==> config.mk <==
export PLATFORM = sky130hd
export DESIGN_NAME = hpu_sprite_fetch
export DESIGN_NICKNAME = d
export VERILOG_FILES = /design/src/rtl/hpu_sprite_fetch.sv
export SDC_FILE = /design/constraint.sdc
export NUM_CORES = 2
export LEC_CHECK = 0
export ABC_CLOCK_PERIOD_IN_PS = 4100
export CORE_MARGIN = 1.5
export CORE_UTILIZATION = 55
export DETAILED_ROUTE_END_ITERATION = 7
export HOLD_SLACK_MARGIN = 0.05
export PLACE_DENSITY_LB_ADDON = 0.15
export SETUP_SLACK_MARGIN = 0.02
export SYNTH_ARGS = -nofsm -noshare
export SYNTH_HDL_FRONTEND = slang
export SYNTH_SLANG_ARGS = --single-unit
==> constraint.sdc <==
create_clock -name clk -period 4.1 [get_ports clk]
set_input_delay 0.82 -clock clk [delete_from_list [all_inputs] [get_ports clk]]
set_output_delay 0.82 -clock clk [all_outputs]
set_load 0.01 [all_outputs]
==> src/rtl/hpu_sprite_fetch.sv <==
// Sprite fetch: scans OAM for one target line and fills NUM_SLOTS sprite engine slots.
// Latency: 2 cycles per missing OAM entry, 14 per hit, plus one COMMIT cycle.
// Backpressure: none; memory answers every read in the next cycle, and start is ignored while busy.
//
// Ports:
//   clk, reset         sole clock, synchronous active-high reset
//   start, target_line one-cycle scan request and the half-resolution line to prepare
//   addr_out, data_in  byte-wide memory read port (data returns one cycle after the address)
//   sprite_*_out       per-slot x, y, pallet and 8-pixel row (3 bits per pixel), packed slot-major
//   slot_valid         per-slot occupancy for the committed line
//   busy, overflow     scan in progress; committed line had more hits than slots
module hpu_sprite_fetch #(
  parameter int          NUM_SLOTS   = 16,
  parameter int          OAM_ENTRIES = 64,
  parameter logic [15:0] OAM_BASE    = 16'hF000,
  parameter logic [15:0] TILE_BASE   = 16'h8000
) (
  input  logic                    clk,
  input  logic                    reset,
  input  logic                    start,
  input  logic [7:0]              target_line,
  output logic [15:0]             addr_out,
  input  logic [7:0]              data_in,
  output logic [8*NUM_SLOTS-1:0]  sprite_x_out,
  output logic [8*NUM_SLOTS-1:0]  sprite_y_out,
  output logic [2*NUM_SLOTS-1:0]  sprite_pallet_out,
  output logic [24*NUM_SLOTS-1:0] line_buf_out,
  output logic [NUM_SLOTS-1:0]    slot_valid,
  output logic                    busy,
  output logic                    overflow
);

  // Counters are one bit wider than strictly needed so slot_cnt can reach NUM_SLOTS
  // (the "all slots full" condition) without wrapping.
  localparam int EW = $clog2(OAM_ENTRIES + 1);
  localparam int SW = $clog2(NUM_SLOTS + 1);

  typedef enum logic [3:0] {
    IDLE,
    Y_ADDR,
    Y_CAP,
    X_ADDR,
    X_CAP,
    T_ADDR,
    T_CAP,
    A_ADDR,
    A_CAP,
    R0_ADDR,
    R0_CAP,
    R1_ADDR,
    R1_CAP,
    R2_ADDR,
    R2_CAP,
    COMMIT
  } state_t;

  state_t state;

  logic [EW-1:0] entry_cnt;
  logic [SW-1:0] slot_cnt;
  logic [7:0]    line_q;

  // Attributes of the entry currently being fetched
  logic [7:0]    cur_y;
  logic [7:0]    cur_x;
  logic [7:0]    cur_tile;
  logic [1:0]    cur_pal;
  logic [2:0]    row_q;
  logic [7:0]    byte0;
  logic [7:0]    byte1;

  // Shadow copy built during the scan; outputs keep the previous line until COMMIT
  logic [8*NUM_SLOTS-1:0]  sh_x;
  logic [8*NUM_SLOTS-1:0]  sh_y;
  logic [2*NUM_SLOTS-1:0]  sh_pal;
  logic [24*NUM_SLOTS-1:0] sh_lb;
  logic [NUM_SLOTS-1:0]    sh_valid;
  logic                    sh_ovf;

  logic [7:0]  row_diff;
  logic        row_hit;
  logic        last_entry;
  logic        slots_full;
  logic [15:0] oam_addr;
  logic [15:0] next_oam_addr;
  logic [15:0] tile_row_addr;

  // Row inside the sprite wraps modulo 256, so sprites near y=255 still hit low lines.
  assign row_diff      = line_q - data_in;
  assign row_hit       = (row_diff < 8'd8);
  assign last_entry    = (entry_cnt == EW'(OAM_ENTRIES - 1));
  assign slots_full    = (slot_cnt == SW'(NUM_SLOTS));
  assign oam_addr      = OAM_BASE + (16'(entry_cnt) << 2);
  assign next_oam_addr = OAM_BASE + (16'(entry_cnt + EW'(1)) << 2);
  // Each tile is 8 rows x 3 bytes; the sum wraps at 16 bits on purpose.
  assign tile_row_addr = TILE_BASE + 16'(cur_tile) * 16'd24 + 16'(row_q) * 16'd3;

  always_ff @(posedge clk) begin
    if (reset) begin
      state             <= IDLE;
      addr_out          <= '0;
      busy              <= 1'b0;
      overflow          <= 1'b0;
      slot_valid        <= '0;
      sprite_x_out      <= '0;
      sprite_y_out      <= '0;
      sprite_pallet_out <= '0;
      line_buf_out      <= '0;
      sh_x              <= '0;
      sh_y              <= '0;
      sh_pal            <= '0;
      sh_lb             <= '0;
      sh_valid          <= '0;
      sh_ovf            <= 1'b0;
      entry_cnt         <= '0;
      slot_cnt          <= '0;
      line_q            <= '0;
      cur_y             <= '0;
      cur_x             <= '0;
      cur_tile          <= '0;
      cur_pal           <= '0;
      row_q             <= '0;
      byte0             <= '0;
      byte1             <= '0;
    end else begin
      case (state)
        IDLE: begin
          addr_out <= '0;
          if (start) begin
            state     <= Y_ADDR;
            busy      <= 1'b1;
            entry_cnt <= '0;
            slot_cnt  <= '0;
            line_q    <= target_line;
            // Clearing the shadow data makes unfilled slots commit as zero.
            sh_x      <= '0;
            sh_y      <= '0;
            sh_pal    <= '0;
            sh_lb     <= '0;
            sh_valid  <= '0;
            sh_ovf    <= 1'b0;
            addr_out  <= OAM_BASE;
          end
        end

        Y_ADDR: state <= Y_CAP;

        Y_CAP: begin
          cur_y <= data_in;
          row_q <= row_diff[2:0];
          if (row_hit && slots_full) begin
            // One hit too many: the line is over-subscribed, stop scanning.
            sh_ovf   <= 1'b1;
            busy     <= 1'b0;
            addr_out <= '0;
            state    <= COMMIT;
          end else if (row_hit) begin
            addr_out <= oam_addr + 16'd1;
            state    <= X_ADDR;
          end else if (last_entry) begin
            busy     <= 1'b0;
            addr_out <= '0;
            state    <= COMMIT;
          end else begin
            entry_cnt <= entry_cnt + EW'(1);
            addr_out  <= next_oam_addr;
            state     <= Y_ADDR;
          end
        end

        X_ADDR: state <= X_CAP;

        X_CAP: begin
          cur_x    <= data_in;
          addr_out <= oam_addr + 16'd2;
          state    <= T_ADDR;
        end

        T_ADDR: state <= T_CAP;

        T_CAP: begin
          cur_tile <= data_in;
          addr_out <= oam_addr + 16'd3;
          state    <= A_ADDR;
        end

        A_ADDR: state <= A_CAP;

        A_CAP: begin
          cur_pal  <= data_in[1:0];
          // cur_tile and row_q are both settled here, so the tile row address is valid.
          addr_out <= tile_row_addr;
          state    <= R0_ADDR;
        end

        R0_ADDR: state <= R0_CAP;

        R0_CAP: begin
          byte0    <= data_in;
          addr_out <= tile_row_addr + 16'd1;
          state    <= R1_ADDR;
        end

        R1_ADDR: state <= R1_CAP;

        R1_CAP: begin
          byte1    <= data_in;
          addr_out <= tile_row_addr + 16'd2;
          state    <= R2_ADDR;
        end

        R2_ADDR: state <= R2_CAP;

        R2_CAP: begin
          for (int i = 0; i < NUM_SLOTS; i++) begin
            if (slot_cnt == SW'(i)) begin
              sh_x[8*i +: 8]    <= cur_x;
              sh_y[8*i +: 8]    <= cur_y;
              sh_pal[2*i +: 2]  <= cur_pal;
              // Leftmost pixels come from the first byte of the row.
              sh_lb[24*i +: 24] <= {byte0, byte1, data_in};
              sh_valid[i]       <= 1'b1;
            end
          end
          slot_cnt <= slot_cnt + SW'(1);
          if (last_entry) begin
            busy     <= 1'b0;
            addr_out <= '0;
            state    <= COMMIT;
          end else begin
            entry_cnt <= entry_cnt + EW'(1);
            addr_out  <= next_oam_addr;
            state     <= Y_ADDR;
          end
        end

        COMMIT: begin
          // Whole line becomes visible at once so the renderer never sees a partial update.
          sprite_x_out      <= sh_x;
          sprite_y_out      <= sh_y;
          sprite_pallet_out <= sh_pal;
          line_buf_out      <= sh_lb;
          slot_valid        <= sh_valid;
          overflow          <= sh_ovf;
          addr_out          <= '0;
          state             <= IDLE;
        end

        default: begin
          addr_out <= '0;
          busy     <= 1'b0;
          state    <= IDLE;
        end
      endcase
    end
  end

endmodule

## Word level (Yosys, flattened, before mapping)

Cells that the tools add are included.

| word-level totals | value |
|---|---|
| output and inout bits | 706 |
| register bits | 1,464 |
| logic and storage cells | 311 |

| operators by class | value |
|---|---|
| add/subtract/negate cells | 13 |
| order comparisons | 1 |
| muxes and demuxes | 114 |
| multipliers | 2 |
| reduce and logical (&&, ||, !) cells | 28 |
| equal/unequal tests | 53 |

Operators by type and width:

| cell | count |
|---|---|
| $pmux 384 s2 | 1 |
| $pmux 128 s2 | 2 |
| $mux 24 | 16 |
| $mux 384 | 1 |
| $mux 8 | 32 |
| $pmux 16 s9 | 1 |
| $mux 128 | 1 |
| $mux 16 | 5 |
| $pmux 32 s2 | 1 |
| $pmux 4 s16 | 1 |
| $reduce_and 3->1 | 18 |
| $eq 5x4->1 const B | 8 |
| $ne 2x2->1 const B | 20 |
| $eq 4x4->1 const B | 8 |
| $mux 2 | 16 |
| $mux 32 | 1 |
| $pmux 16 s2 | 1 |
| $add 14x3->15 const B | 2 |
| $mux 7 | 4 |
| $mux 1 | 22 |
| $pmux 7 s3 | 1 |
| $eq 5x3->1 const B | 4 |
| $add 16x1->16 const B | 1 |
| $add 16x13->16 const A | 1 |
| other kinds (33) | 43 |

## Logic depth before layout (Yosys ltp)

| logic depth | value |
|---|---|
| word-level depth | 6 |
| depth in mapped cells | 12 |
| depth with buffers taken out | 12 |

## Worst setup path before layout

Ideal clock, no wire load.

| timing | value |
|---|---|
| path kind | input to register |
| start point | input port data_in[0] |
| end point | register addr_out[9] |
| required time | 3.968 ns |
| path buffers | 1 |
| cell stages on the path | 11 |
| arrival time | 3.031 ns |
| path slack | 0.937 ns |
| library setup time | 0.132 ns |
| path through | ha_1 fa_1 nor2b_1 o211a_1 o211ai_1 a2111oi_4 and2_4 buf_6 o21ai_1 a222oi_1 a21oi_1 |

| between the ends | value |
|---|---|
| longest elaborated chain between the ends | 5 |
| elaborated cells on any way between the ends | 6 |
| classes of those cells | 1 x add/sub; 1 x order compare; 3 x mux; 1 x reduce/logical |

Ends and longest elaborated chain:

| item | RTL line | source |
|---|---|---|
| start, declared | 23 | `input logic [7:0] data_in,` |
| $sub 8x8->8 (*) | 89 | `assign row_diff = line_q - data_in;` |
| $lt 8x4->1 (*) | 90 | `assign row_hit = (row_diff < 8'd8);` |
| $mux 16 or $logic_and 1x1->1 (tied branches) | 157, 151 |  |
| $mux 16 (*) | 151 | `if (row_hit && slots_full) begin` |
| $pmux 16 s9 (*) | 126 | `case (state)` |
| end signal, assigned | 158 | `addr_out <= oam_addr + 16'd1;` |
| end signal, assigned | 166 | `addr_out <= next_oam_addr;` |
| end signal, assigned | 175 | `addr_out <= oam_addr + 16'd2;` |
| end, declared | 22 | `output logic [15:0] addr_out,` |

Mark *: on every way between the ends. The rest lies on a longest branch, timed or not.
A chain may end at the register's enable or synchronous reset.

## Worst setup path after layout

| timing | value |
|---|---|
| start point | register row_q[1] |
| end point | register addr_out[13] |

| between the ends | value |
|---|---|
| longest elaborated chain between the ends | 4 |
| elaborated cells on any way between the ends | 5 |
| classes of those cells | 3 x add/sub; 1 x mul; 1 x mux |

Ends and longest elaborated chain:

| item | RTL line | source |
|---|---|---|
| start, declared | 68 | `logic [2:0] row_q;` |
| start signal, assigned | 150 | `row_q <= row_diff[2:0];` |
| $mul 3x2->5 (*) | 96 | `assign tile_row_addr = TILE_BASE + 16'(cur_tile) * 16'd24 + 16'(row_q) * 16'd3;` |
| $add 16x5->16 (*) | 96 |  |
| $add 16x2->16 or $add 16x1->16 (tied branches) | 208, 200 |  |
| $pmux 16 s9 (*) | 126 |  |
| end signal, assigned | 200 | `addr_out <= tile_row_addr + 16'd1;` |
| end signal, assigned | 208 | `addr_out <= tile_row_addr + 16'd2;` |
| end signal, assigned | 232 | `addr_out <= next_oam_addr;` |

Marked as above.

==> flow_summary_export.csv <==
group,metric,value,unit
worst_setup_path,cp_cell_sequence,"ha_1 > ha_1 > inv_1 > fa_1 > and2b_1 > o21ai_1 > xnor2_1 > buf_4 > nand3_1 > nor4_2 > or4b_1 > a31oi_1",
cts,hold_buffers,0,
timing,whs,0.441,ns
logic_synthesis,yosys_register_bits,1464,
logic_synthesis,yosys-mux-area-fraction,0.000938,
timing,rsz0062_at_grt,"no",
logic_synthesis,ys_seq_area_frac,0.549,
worst_setup_path,cp-end-kind,"register",
worst_setup_path,slowest_delay,0.58,ns
route,via_per_inst,5.84,
worst_setup_path,rr_worst_depth,12,
logic_synthesis,synth_top_family_by_area,"simple AND/OR/NAND/NOR gates",
die,die_w,314,um
worst_setup_path,required,4.78,ns
logic_synthesis,synth_warnings,0,
worst_setup_path,worst-path-max-fanout,6,
power,internal_power,22.3,mW
placement,dp_hpwl,113000,um
power,powerDensity,430,nW/um2
route,routed_wl,183000,um
die,start_util,0.553,
cts,post_cts_resize_count,0,
power,power.leakage,22.3,nW
cts,clock_sinks,1464,
worst_setup_path,startpoint_type,"register",
logic_synthesis,ys.flop_type,"dfxtp_1",
finish,drive_above_1_share,0.0552,
timing,fin_crit_sh,0.815,
grt,grt_pass1_vias,45200,
die,dieHeight,314,um
worst_setup_path,path_class,"reg -> reg",
placement,gp_congestion,0.908,
worst_setup_path,cp_num_buf_inv,2,
worst_setup_path,crit_arrival,4.02,ns
power,ir_worst_vdd,315,uV
cts,cts_root_buffer,"clkbuf_16",
power,clkPwrFrac,0.478,
worst_setup_path,path_delay_family,"simple AND/OR/NAND/NOR gates",
route,num_vias,50400,
die,rows,114,
power,p_switching,6.22,mW
power,power_frac_seq,0.499,
grt,grt_overflow,0,
grt,grt_pass1_wl,271000,um
logic_synthesis,async_flop_share,0,
cts,numCtsBuffers,145,
placement,portBuffers,724,
logic_synthesis,synth-edff-count,0,
timing,finalClockSkew,0.0233,ns
timing,hold_viol,0,
logic_synthesis,synth_fa_ha_area_frac,0.00793,
timing,slew_headroom,0.200,
worst_setup_path,cp_common_cell,"ha_1",
worst_setup_path,worst_path_max_delay_cell,"nor4_2",
power,power,28.6,mW
cts,insertion_delay,0.76,ns
timing,finalCriticalPeriod,3.34,ns
timing,fmax,299,MHz
grt,grt_start_max_net_pins,212,
logic_synthesis,yosysUniqueCellTypes,80,
route,drc_errors,0,
die,ios,725,
cts,htreeDepth,4,
logic_synthesis,syn_inst,6831,
worst_hold_path,hold_path_depth,2,
logic_synthesis,avgSynthCellArea,7.81,um2
cts,cts_buffer_depth,3,
finish,nets,7283,
worst_hold_path,hold_path_class,"reg -> reg",
grt,antenna_found_initial,1,
route,ant_nets,0,
logic_synthesis,yosys.area_share.simple,0.229,
timing,final-setup-viol-count,0,
power,power_frac_comb,0.024,
grt,grt_usage,0.353,
timing,tightestPinTransition,1.19,ns
logic_synthesis,synth_compound_area_frac,0.165,
logic_synthesis,syn_nets,6882,
route,drtPass1Iterations,8,
die,core_area,96400,um2
cts,cts_tree,"done",
timing,setup_tns,0,ns
logic_synthesis,syn-cell-area,53400,um2
finish,diodes,0,
finish,fill_cells,7894,
route,wl_per_cell,21.2,um
logic_synthesis,synth_xor_area_frac,0.00420,
die,fp.dieArea,98900,um2
power,switching_share,0.218,
worst_setup_path,worst-path-stages,12,
cts,post_cts_buffers,0,
timing,slew_viol_final,0,
route,detail_route.iter0.violations,6054,
run,max_cap_violations,0,
outcome,status,"completed",
cts,clkTransAtPathRegs,0.07,ns
finish,area_delta_synth_final,24.4,%
-- power groups by stage --
stage	clock (mW)	sequential (mW)	combinational, mW
final	13.6	14.2	0.672
after global routing	14.3	14.2	0.708
after CTS	13.7	14.2	0.656
after detailed placement	0	14.6	0.655
after global placement	0	14.6	0.658
after floorplan	0	14.6	0.434
-- through the flow --
step	utilization	setup slack, ns	std cells	area [um2]
after global placement	0.638	0.204	8361	61500
after global routing	0.688	0.603	8619	66400
after CTS	0.688	0.795	8619	66400
after detailed placement	0.638	0.113	8361	61500
final	0.688	0.757	8619	66400
after floorplan	-	0.937	6831	53400
-- cell type report --
class,instances,area [um2],area share
clock buffer,215,4300,0.0648
clock inverter,43,586,0.00882
inverter,24,90.1,0.00136
multi-input combinational,4739,21800,0.329
sequential,1464,29300,0.442
tap,1276,1600,0.0241
timing repair buffer,858,8650,0.130
-- cell usage after synthesis (5+ instances only) --
| master | number | area share |
|---|---|---|
| a21oi_1 | 877 | 0.082 |
| a311oi_1 | 5 | 0.00082 |
| a31oi_1 | 581 | 0.068 |
| and2_1 | 13 | 0.0015 |
| and3_1 | 22 | 0.0026 |
| buf_1 | 6 | 0.00042 |
| clkbuf_1 | 596 | 0.042 |
| dfxtp_1 | 1464 | 0.55 |
| ha_1 | 29 | 0.0068 |
| inv_1 | 24 | 0.0017 |
| mux2i_1 | 5 | 0.00094 |
| nand2_1 | 1630 | 0.11 |
| nand2b_1 | 8 | 0.00094 |
| nand3_1 | 83 | 0.0078 |
| nor2_1 | 1299 | 0.091 |
| nor2b_1 | 11 | 0.0013 |
| nor3_1 | 17 | 0.0016 |
| nor4_1 | 6 | 0.00070 |
| o21ai_0 | 28 | 0.0026 |
| o22ai_1 | 5 | 0.00059 |
| xnor2_1 | 10 | 0.0016 |
| xor2_1 | 11 | 0.0018 |
-- cell families (layout without fill, tap and decap cells) --
group	after synthesis	after routing
compound gates	1554	1554
xor+xnor	23	23
fa+ha+maj	32	32
buf+inv	628	1140
flops	1464	1464
mux	5	5
simple gates	3125	3125
-- placed cells by master, fill, tap and decap left out, drive strengths merged, types with 7 or more instances in the layout --
| master | n |
|---|---|
| a21oi | 878 |
| a31oi | 581 |
| and2 | 15 |
| and3 | 23 |
| buf | 135 |
| bufinv | 11 |
| clkbuf | 215 |
| clkdlybuf4s50 | 723 |
| clkinv | 22 |
| dfxtp | 1464 |
| ha | 29 |
| inv | 32 |
| nand2 | 1630 |
| nand2b | 9 |
| nand3 | 83 |
| nor2 | 1299 |
| nor2b | 11 |
| nor3 | 17 |
| nor4 | 9 |
| o21ai | 32 |
| o22ai | 7 |
| xnor2 | 10 |
| xor2 | 12 |
-- sequential cells by signal, indices dropped and copies added (netlist names), 2 cells and up --
name,flops
cur_x,8
sh_x,128
sh_valid,16
byte0,8
slot_valid,16
sprite_y_out,128
entry_cnt,7
line_q,8
cur_y,8
row_q,3
addr_out,16
cur_tile,8
slot_cnt,5
cur_pal,2
sh_pal,32
line_buf_out,384
sh_lb,384
state,4
sprite_pallet_out,32
byte1,8
sh_y,128
sprite_x_out,128
-- path summary, 6_finish.rpt --
check | startpoint | end | slack (ns)
worst max-delay path | row_q[1] | addr_out[13] | 0.76
worst min-delay path | sh_lb[132] | line_buf_out[132] | 0.44
worst max register to register | row_q[1] | addr_out[13] | 0.76
worst min register to register | sh_lb[132] | line_buf_out[132] | 0.44
-- tightest hold or removal path: cells and delay by family (launching register included) --
family | cells | cell delay [ns]
AO/OA/AOI/OAI | 1 | 0.05
AND/OR/NAND/NOR | 1 | 0.05
flip-flops | 1 | 0.31
-- per-layer routing --
layer	track usage	up-vias	part of all wire
met5	0	-	0
met4	0.199	0	0.057
met3	0.0621	464	0.091
met2	0.539	2425	0.45
met1	0.473	24100	0.40
li1	-	23400	-
(Power assumes the default switching activity.)
